[config.mk]
export PLATFORM = sky130hd
export DESIGN_NAME = bz_deserializer
export DESIGN_NICKNAME = d
export VERILOG_FILES = /design/src/rtl/bz_deserializer.sv
export SDC_FILE = /design/constraint.sdc
export NUM_CORES = 1
export LEC_CHECK = 0
export CAP_MARGIN = 20
export CELL_PAD_IN_SITES_DETAIL_PLACEMENT = 0
export CELL_PAD_IN_SITES_GLOBAL_PLACEMENT = 1
export CORE_MARGIN = 2
export CORE_UTILIZATION = 36
export CTS_CLUSTER_DIAMETER = 30
export DETAILED_ROUTE_END_ITERATION = 8
export HOLD_SLACK_MARGIN = 0.03
export PLACE_DENSITY_LB_ADDON = 0.2
export SLEW_MARGIN = 20
export SYNTH_ARGS = -nofsm -noshare
export SYNTH_HDL_FRONTEND = slang
export SYNTH_SLANG_ARGS = --single-unit
[constraint.sdc]
create_clock -name clk -period 2.1 [get_ports clk]
set_clock_uncertainty 0.05 [all_clocks]
set_input_delay 0.42 -clock clk [delete_from_list [all_inputs] [get_ports clk]]
set_output_delay 0.42 -clock clk [all_outputs]
set_load 0.005 [all_outputs]
[src/rtl/bz_deserializer.sv]
// Router-to-Core deserializer: folds 11-bit flits (header + 3-flit data groups) into {code|payload} words.
// Optional malformed-packet counter enabled by BZ_DESERIALIZER_ERRCNT_EN. Channel flattened to PC_out_channel_{d,v,a}.
module bz_deserializer #(
  parameter int unsigned NPCcode   = 7,
  parameter int unsigned NPCdata   = 20,
  parameter int unsigned NROUTE    = 10,
  parameter int unsigned ERR_CNT_W = 8
) (
  input  logic                       clk,
  input  logic                       reset_n,
  input  logic [10:0]                fifo_q,
  input  logic                       fifo_empty,
  output logic                       fifo_rdreq,
  output logic [NPCcode+NPCdata-1:0] PC_out_channel_d,
  output logic                       PC_out_channel_v,
  input  logic                       PC_out_channel_a,
  output logic [NROUTE-1:0]          route_out
`ifdef BZ_DESERIALIZER_ERRCNT_EN
  ,
  output logic [ERR_CNT_W-1:0]       err_count
`endif
);

  typedef enum logic [2:0] {
    HDR,
    D1,
    D2,
    D3,
    OUT
  } state_t;

  state_t               state_q;
  logic [NROUTE-1:0]    route_q;
  logic [NPCcode-1:0]   code_q;
  logic [NPCdata-1:0]   pay_q;
  logic                 last_q;
  logic                 v_q;
  logic                 tail;
  logic [9:0]           flit_data;

  assign tail      = fifo_q[10];
  assign flit_data = fifo_q[9:0];

  // Reset gates the pop so no flit is lost while the FSM is held in reset.
  assign fifo_rdreq = reset_n & ~fifo_empty & (state_q != OUT);

  assign PC_out_channel_d = {code_q, pay_q};
  assign PC_out_channel_v = v_q;
  assign route_out        = route_q;

  always_ff @(posedge clk or negedge reset_n) begin
    if (!reset_n) begin
      state_q <= HDR;
      route_q <= '0;
      code_q  <= '0;
      pay_q   <= '0;
      last_q  <= 1'b0;
      v_q     <= 1'b0;
    end else begin
      unique case (state_q)
        HDR: if (fifo_rdreq) begin
          route_q <= NROUTE'(flit_data);
          if (!tail) state_q <= D1;
        end
        D1: if (fifo_rdreq) begin
          code_q  <= fifo_q[NPCcode-1:0];
          state_q <= tail ? HDR : D2;
        end
        D2: if (fifo_rdreq) begin
          pay_q[NPCdata-1 -: 10] <= flit_data;
          state_q <= tail ? HDR : D3;
        end
        D3: if (fifo_rdreq) begin
          pay_q[9:0] <= flit_data;
          last_q     <= tail;
          v_q        <= 1'b1;
          state_q    <= OUT;
        end
        OUT: if (PC_out_channel_a) begin
          v_q     <= 1'b0;
          state_q <= last_q ? HDR : D1;
        end
        default: state_q <= HDR;
      endcase
    end
  end

`ifdef BZ_DESERIALIZER_ERRCNT_EN
  logic                 malformed;
  logic [ERR_CNT_W-1:0] err_q;

  assign malformed = fifo_rdreq & tail & ((state_q == HDR) | (state_q == D1) | (state_q == D2));

  always_ff @(posedge clk or negedge reset_n) begin
    if (!reset_n) begin
      err_q <= '0;
    end else if (malformed && (err_q != '1)) begin
      err_q <= err_q + ERR_CNT_W'(1);
    end
  end

  assign err_count = err_q;
`endif

endmodule

### Word-level counts from Yosys, hierarchy flattened

Index checks and enable logic that the tools add are counted.

* flip-flop bits (word level): 42
* output and inout port bits: 39
* input bits: 15

* eq/ne operators: 11
* reduce and logical (&&, ||, !) cells: 8
* bitwise logic cells: 3
* muxes and demuxes: 13

Operators with widths (number)
* 2-to-1 mux 3 bit: 6
* one-hot mux 3 bit (5 select lines): 1
* inequality test 2 bit, second input constant: 6
* AND reduction 2 bit: 4
* equality test 3 x 2 -> 1 bit, second input constant: 2
* AND reduction 6 bit: 1
* 2-to-1 mux 2 bit: 2
* equality test 3 x 1 -> 1 bit, second input constant: 1
* equality test 3 bit, second input constant: 1
* logical NOT 3 bit: 1
* 2-to-1 mux 1 bit: 3
* inequality test 3 bit, second input constant: 1
* AND reduction 3 bit: 1
* AND 1 bit: 2
* one-hot mux 1 bit (2 select lines): 1
* nonzero test 2 bit: 1
* inverter 1 bit: 1

### Logic depth before layout (Yosys ltp)

Gate-level depths: netlist of the first run.

* depth in word-level cells: 5
* depth in mapped cells: 5

### Least setup slack after synthesis of the first run

Ideal clock, no wire load.

* path kind: input to register
* start: input port fifo_empty
* end: register last_q
* arrival: 1513 ps
* setup time: 125 ps
* slack: 412 ps
* path buffers: 2
* required time: 1925 ps
* stages: 5
* cells stage by stage: and2b_1 > and4b_1 > clkbuf_1 > buf_4 > mux2_2

* word-level cells in the longest chain between the ends: 4

Ends and longest elaborated chain
* from (decl): RTL line 12 `input logic fifo_empty,`
* inverter 1 bit: RTL line 45 `assign fifo_rdreq = reset_n & ~fifo_empty & (state_q != OUT);`
* AND 1 bit (2 in a row): RTL line 45
* AND reduction 2 bit (no line)
* to (signal assigned): RTL line 75 `last_q <= tail;`
* to (decl): RTL line 36 `logic last_q;`

Every way passes these cells.
A chain may end at the register's enable or synchronous reset.

### Worst setup path after layout of the first run

* start: register state_q[0]
* end: output port fifo_rdreq

* word-level cells in the longest chain between the ends: 2

Ends and longest elaborated chain
* from (decl): RTL line 32 `state_t state_q;`
* from (signal assigned): RTL line 67 `state_q <= tail ? HDR : D2;`
* from (signal assigned): RTL line 71 `state_q <= tail ? HDR : D3;`
* from (signal assigned): RTL line 81 `state_q <= last_q ? HDR : D1;`
* inequality test 3 bit: RTL line 45
* AND 1 bit: RTL line 45
* to (decl): RTL line 13 `output logic fifo_rdreq,`

Every way passes these cells.

==> results.toml, run 1 <==
[clock_tree]
root_buffer = "clkbuf_8"
cts_tree = "built"
cts.sinks = 42
numCtsBuffers = 5
cts-htree-levels = 2
cts.clk_slew.worst_paths_ns = 0.07
clkLatencyLatePin_ns = 0.29
cts.path.max_buffers = 2
cts-hold-fix-buffers = 0

[floorplanning]
fp-row-count = 24
start_util_pct = 38.01
die_area_sq_um = 5223
chipHeight_um = 72.27
io_pins = 54
coreArea_sq_um = 4414
fp.dieW_um = 72.27

[power]
leakagePower_nw = 1.072
total_power_w = 0.003339
ir_drop_mv = 0.6506
powerDensity_nw_per_um2 = 1397

[drt]
first_iter_violations = 31
ant_nets = 0
vias = 1078
routedWlPerCell_um = 15.38
route.detailed.drc = 0
viasPerCell = 4.878
first_pass_iters = 4
drt_wl_total_um = 3400

[critical_path]
crit_fanout = 7
crit_type = "register to primary output"
crit_path_start_kind = "register"
critPathArrivalTime_ns = 1.38
cp.required_ns = 1.63
end_kind = "primary output"

[timing]
maxSlewViolCount = 0
maxSlewHeadroom_pct = 79.04
rsz0062_at_grt = "false"
whs_ns = 0.09819
max_freq_mhz = 540.5
setup_violations = 0
finalHoldViolations = 0
period_needed_ns = 1.850
post-route-period-util_pct = 88.10
fin_ws_ns = 0.2500
worst_pin_slew_ns = 0.3144

[synthesis]
synth_area_per_cell_sq_um = 15.98
syn_area_sq_um = 1678
synth-edff-count = 0
yosysUniqueCellTypes = 22
synth_nets = 120
synth_cells = 105
post-synth-top-count-cell = "dfrtp_1"
synth_commonest_cells = "dfrtp_1, mux2_2, mux2_4"
yosysWarnings = 0
dominantRegCellSynth = "dfrtp_1"
seq_area_frac_synth_pct = 62.64
synth_area_leaders = "dfrtp_1, mux2_2, mux2_4"
synth-seq-cells = 42
async_reset_ff_share_pct = 100.0
yosysTopAreaCellShare_pct = 62.64
yosysTopAreaCell = "dfrtp_1"

[place]
dp_hpwl_um = 2514
post-place-ws_ns = -0.04318
dp_cells = 213
port_buffers = 53
gp_congestion = 0.7161

[cells_and_area]
drive_above_1_share_pct = 34.32
num_antenna_cells = 0
stdcell_count = 221
fin_util_pct = 54.17
area_growth_pct = 42.51
nets = 183

[global_route]
grt_pass1_wl_um = 5844
grt_antenna_before_repair = 0
grt_max_degree = 26
grtUsageTotal_pct = 15.01
grt_pass1_vias = 1147
grt_overflow = 0

[outcome]
status = "complete, no violations"

[worst_hold_path]
hold_path.class = "input pin to async pin"

[flow_run]
drv_cap = 0
registers in the layout, summed over array words and instances, names as in the netlist:
register          cells
PC_out_channel_v      1
pay_q                20
state_q               3
route_out            10
last_q                1
code_q                7
cells in the final DEF (no fill, tap or decap), types with 2 or more instances in the layout:
cell / Yosys / layout
clkbuf_8: 0 / 6
dfrtp_1: 42 / 42
nand3_1: 2 / 2
clkdlybuf4s50_1: 0 / 51
mux2_4: 7 / 7
mux2_2: 31 / 31
o21ai_0: 2 / 2
nor2_1: 3 / 3
buf_4: 1 / 8
a21oi_1: 2 / 2
layer usage:
layer / global-route usage [%] / share of wire, %
met2: 24.87 / 51
met1: 18.17 / 41
met3: 5.417 / 6.9
met5: 0 / 0
met4: 5.031 / 1.5
power breakdown:
part           total, W  leakage (nW)  switching, W  internal [W]
logic           0.00138         0.503      0.000376       0.00100
registers       0.00142         0.521      0.000227       0.00120
clock network  0.000536        0.0472      0.000272      0.000264
total           0.00334          1.07      0.000875       0.00246
worst max-delay path, cell delays in order (launching register included):
cell,delay [ns]
dfrtp_1,0.44
nor2_1,0.28
a21oi_1,0.11
dlygate4sd2_1,0.27
layout make-up:
type | count | area, sq um
Tap cell | 52 | 65.06
Clock buffer | 6 | 82.58
Fill cell | 351 | 2023
Multi-Input combinational cell | 58 | 595.6
Clock inverter | 2 | 12.51
Timing Repair Buffer | 61 | 584.3
Sequential cell | 42 | 1051
worst paths after layout:
path	from	end	slack, ns	cells after the start
max in group asynchronous	reset_n	code_q[4]	1.62	2
min reg2reg	PC_out_channel_v	PC_out_channel_v	0.44	1
min in group clk	PC_out_channel_v	PC_out_channel_v	0.44	1
min	reset_n	state_q[0]	0.1	2
max reg2reg	state_q[2]	code_q[2]	0.47	2
max	state_q[0]	fifo_rdreq	0.25	3
cells by family after synthesis:
group / Yosys count / synth area share, %
AO/OA/AOI/OAI: 6 / 2.088
buffers and inverters: 5 / 2.311
multiplexers: 39 / 27.67
flip-flops: 42 / 62.64
AND/OR/NAND/NOR: 13 / 5.295
metrics by stage:
| stage | area, sq um | setup TNS (ns) |
|---|---|---|
| 2_1_floorplan | 1678 | 0 |
| 3_3_place_gp | 2290 | -0.02243 |
| 3_5_place_dp | 2290 | -0.2742 |
| 4_1_cts | 2391 | 0 |
| 5_1_grt | 2391 | 0 |
| 6_report | 2391 | 0 |
what timing repair did:
item | CTS | global route
setup endpoints to repair | 1 | 0
setup buffers | 0 | 0
resized for setup | 2 | 0
Power figures use the tool's default switching activity.
==> run 2: changes to the inputs <==
--- a/config.mk
+++ b/config.mk
@@ -14,6 +14,7 @@
 export DETAILED_ROUTE_END_ITERATION = 8
 export HOLD_SLACK_MARGIN = 0.03
 export PLACE_DENSITY_LB_ADDON = 0.2
+export SKIP_LAST_GASP = 1
 export SLEW_MARGIN = 20
 export SYNTH_ARGS = -nofsm -noshare
 export SYNTH_HDL_FRONTEND = slang
==> results of run 2 <==
No change in the layout: final DEF, timing and power equal those of run 1.
==> run 3: changes to the inputs <==
--- a/config.mk
+++ b/config.mk
@@ -5,7 +5,7 @@
 export SDC_FILE = /design/constraint.sdc
 export NUM_CORES = 1
 export LEC_CHECK = 0
-export CAP_MARGIN = 20
+export CAP_MARGIN = 10
 export CELL_PAD_IN_SITES_DETAIL_PLACEMENT = 0
 export CELL_PAD_IN_SITES_GLOBAL_PLACEMENT = 1
 export CORE_MARGIN = 2
==> results of run 3 <==
No change in the layout: final DEF, timing and power equal those of run 1.
==> variant: new RTL, settings of run 2 <==
The parameter `NPCdata` goes from 20 to 10.
--- a/src/rtl/bz_deserializer.sv
+++ b/src/rtl/bz_deserializer.sv
@@ -3,5 +3,5 @@
 module bz_deserializer #(
   parameter int unsigned NPCcode   = 7,
-  parameter int unsigned NPCdata   = 20,
+  parameter int unsigned NPCdata   = 10,
   parameter int unsigned NROUTE    = 10,
   parameter int unsigned ERR_CNT_W = 8
Interface: changed (resized PC_out_channel_d); port bits go from 54 to 44. No check against the original RTL was run, so the function may have changed too.
==> variant against run 2 <==
Count of clock-buffer cells in the layout increased by 1; core utilization increased by 0.84 points; total power decreased by 26%; sequential cell count decreased by 10; first-iteration DRC count increased by 90%; via count decreased by 19%; critical endpoint unchanged; cell area decreased by 22%; global-route usage decreased by 0.49 points; area after synthesis decreased by 23%; critical path type unchanged; worst setup slack improved by 0.0035 ns; highest routed layer unchanged; critical path depth unchanged; register-to-register slack improved by 0.11 ns; routed wire length decreased by 22%; largest cell class unchanged; sequential power decreased by 24%.
==> variant: results (changes against run 2) <==
- Result of the run: finished, final reports clean
- Most common library cells after synthesis: sky130_fd_sc_hd__dfrtp_1, sky130_fd_sc_hd__mux2_2, sky130_fd_sc_hd__mux2_1
- Detailed route wirelength on metal2: 1390 um (-20%)
- Share of power burned in registers: 43.8% (+1.2 points)
- Fraction of synthesis flops using an asynchronous set or reset pin: 100% (unchanged)
- Overall fraction of global-route tracks in use: 14.5% (-0.49 points)
- VDD IR max: 0.649 mV (-0.24%)
- Timing startpoint of the critical path: state_q[0]
- Global-route wire length before repair: 4420 um (-24%)
- Worst-case reg-to-reg path depth: 3 (+1)
- Clock transition at the registers of the reported paths: 0.09 ns (+0.02 ns)
- Dpl cells: 178 (-16%)
- Routed wire length on met3: 142 um (-40%)
- Ranking of synthesized cells by area: sky130_fd_sc_hd__dfrtp_1, sky130_fd_sc_hd__mux2_2, sky130_fd_sc_hd__mux2_1
- Portion of the post-synthesis area used by sequential elements: 62.1% (-0.50 points)
- Synth unique cells: 17 (-23%)
- Total DRC errors in the routed layout: 0 (unchanged)
- Worst-Skew Late Latency: 0.33 ns (+0.04 ns)
- FMAX: 542 MHz (+0.19%)
- Wire length after detailed routing: 2660 um (-22%)
- Layout cells sized above 1: 25.2% (-9.1 points)
- Share of total power in the clock network: 15.6% (-0.5 points)
- Detailed-route wire length per cell: 14.4 um (-6.6%)
- Met2 usage in global routing: 24.2% (-0.65 points)
- Internal power: 0.00180 W (-27%)
- Routability congestion estimate from global placement: 0.786 (+9.7%)
- Average vias per placed instance: 4.75 (-2.7%)
- R2R Path End: pay_q[2]
- Final nets: 154 (-16%)
- Number of global-route vias before repair: 914 (-20%)
- First DRT Iteration DRCs: 59 (+90%)
- Post-synthesis net count: 100 (-17%)
- Root buffer cell: sky130_fd_sc_hd__clkbuf_4
- Detailed placer's ending HPWL: 1950 um (-22%)
- Met3 track demand over resource in global routing: 5.11% (-0.31 points)
- Worst setup slack for register-to-register paths: 0.58 ns (+0.11 ns)
- Maximum fanout encountered on the critical timing path: 8 (+1)
- Detailed-router iteration count before antenna repair: 4 (unchanged)
- Endpoint arrival time on the critical path: 1.38 ns (about the same)
- Top_reg_cell synth: sky130_fd_sc_hd__dfrtp_1
- Port buffer count: 43 (-19%)
- Antenna violations before repair: 0 (unchanged)
- Leak: 0.802 nW (-25%)
- Met1 demand-to-capacity share in global routing: 17.4% (-0.79 points)
- Biggest cell delay along the critical path: 0.48 ns (+0.04 ns)
- Worst Setup Slack post-DPL: -0.0225 ns (+0.0207 ns)
- FF+latch area: 801 um2 (-24%)
- Synthesized instance count: 85 (-19%)
- Relative slew slack: 79.0% (about the same)
- Final-layout fill cell count: 308 (-12%)
- Class of the tightest hold or removal check: in -> async
- Met1 routed wirelength after detailed routing: 1090 um (-21%)
[variant: cells by family (layout without fill, tap and decap cells)]
| family | after synthesis | count (layout) | synth area share [%] |
|---|---|---|---|
| buffers and inverters | 3 | 57 | 2.14 |
| AND/OR/NAND/NOR | 15 | 15 | 8.16 |
| AO/OA/AOI/OAI | 6 | 6 | 2.33 |
| multiplexers | 29 | 29 | 25.2 |
| flip-flops | 32 | 32 | 62.1 |
[variant: stage by stage]
stage	util, %	hold WS, ns	total power [W]	cell area, um2
2_1_floorplan	-	0.0744	0.00145	1290
3_3_place_gp	53.2	0.421	0.00208	1800
3_5_place_dp	53.2	0.425	0.00211	1800
4_1_cts	55.0	0.227	0.00250	1860
5_1_grt	55.0	0.240	0.00264	1860
6_report	55.0	0.218	0.00246	1860
[variant: cell type report]
type,instances,area share [%]
sequential,32,43.0
timing repair buffer,50,25.8
multi-input combinational,50,24.7
clock buffer,7,3.49
tap,46,3.09
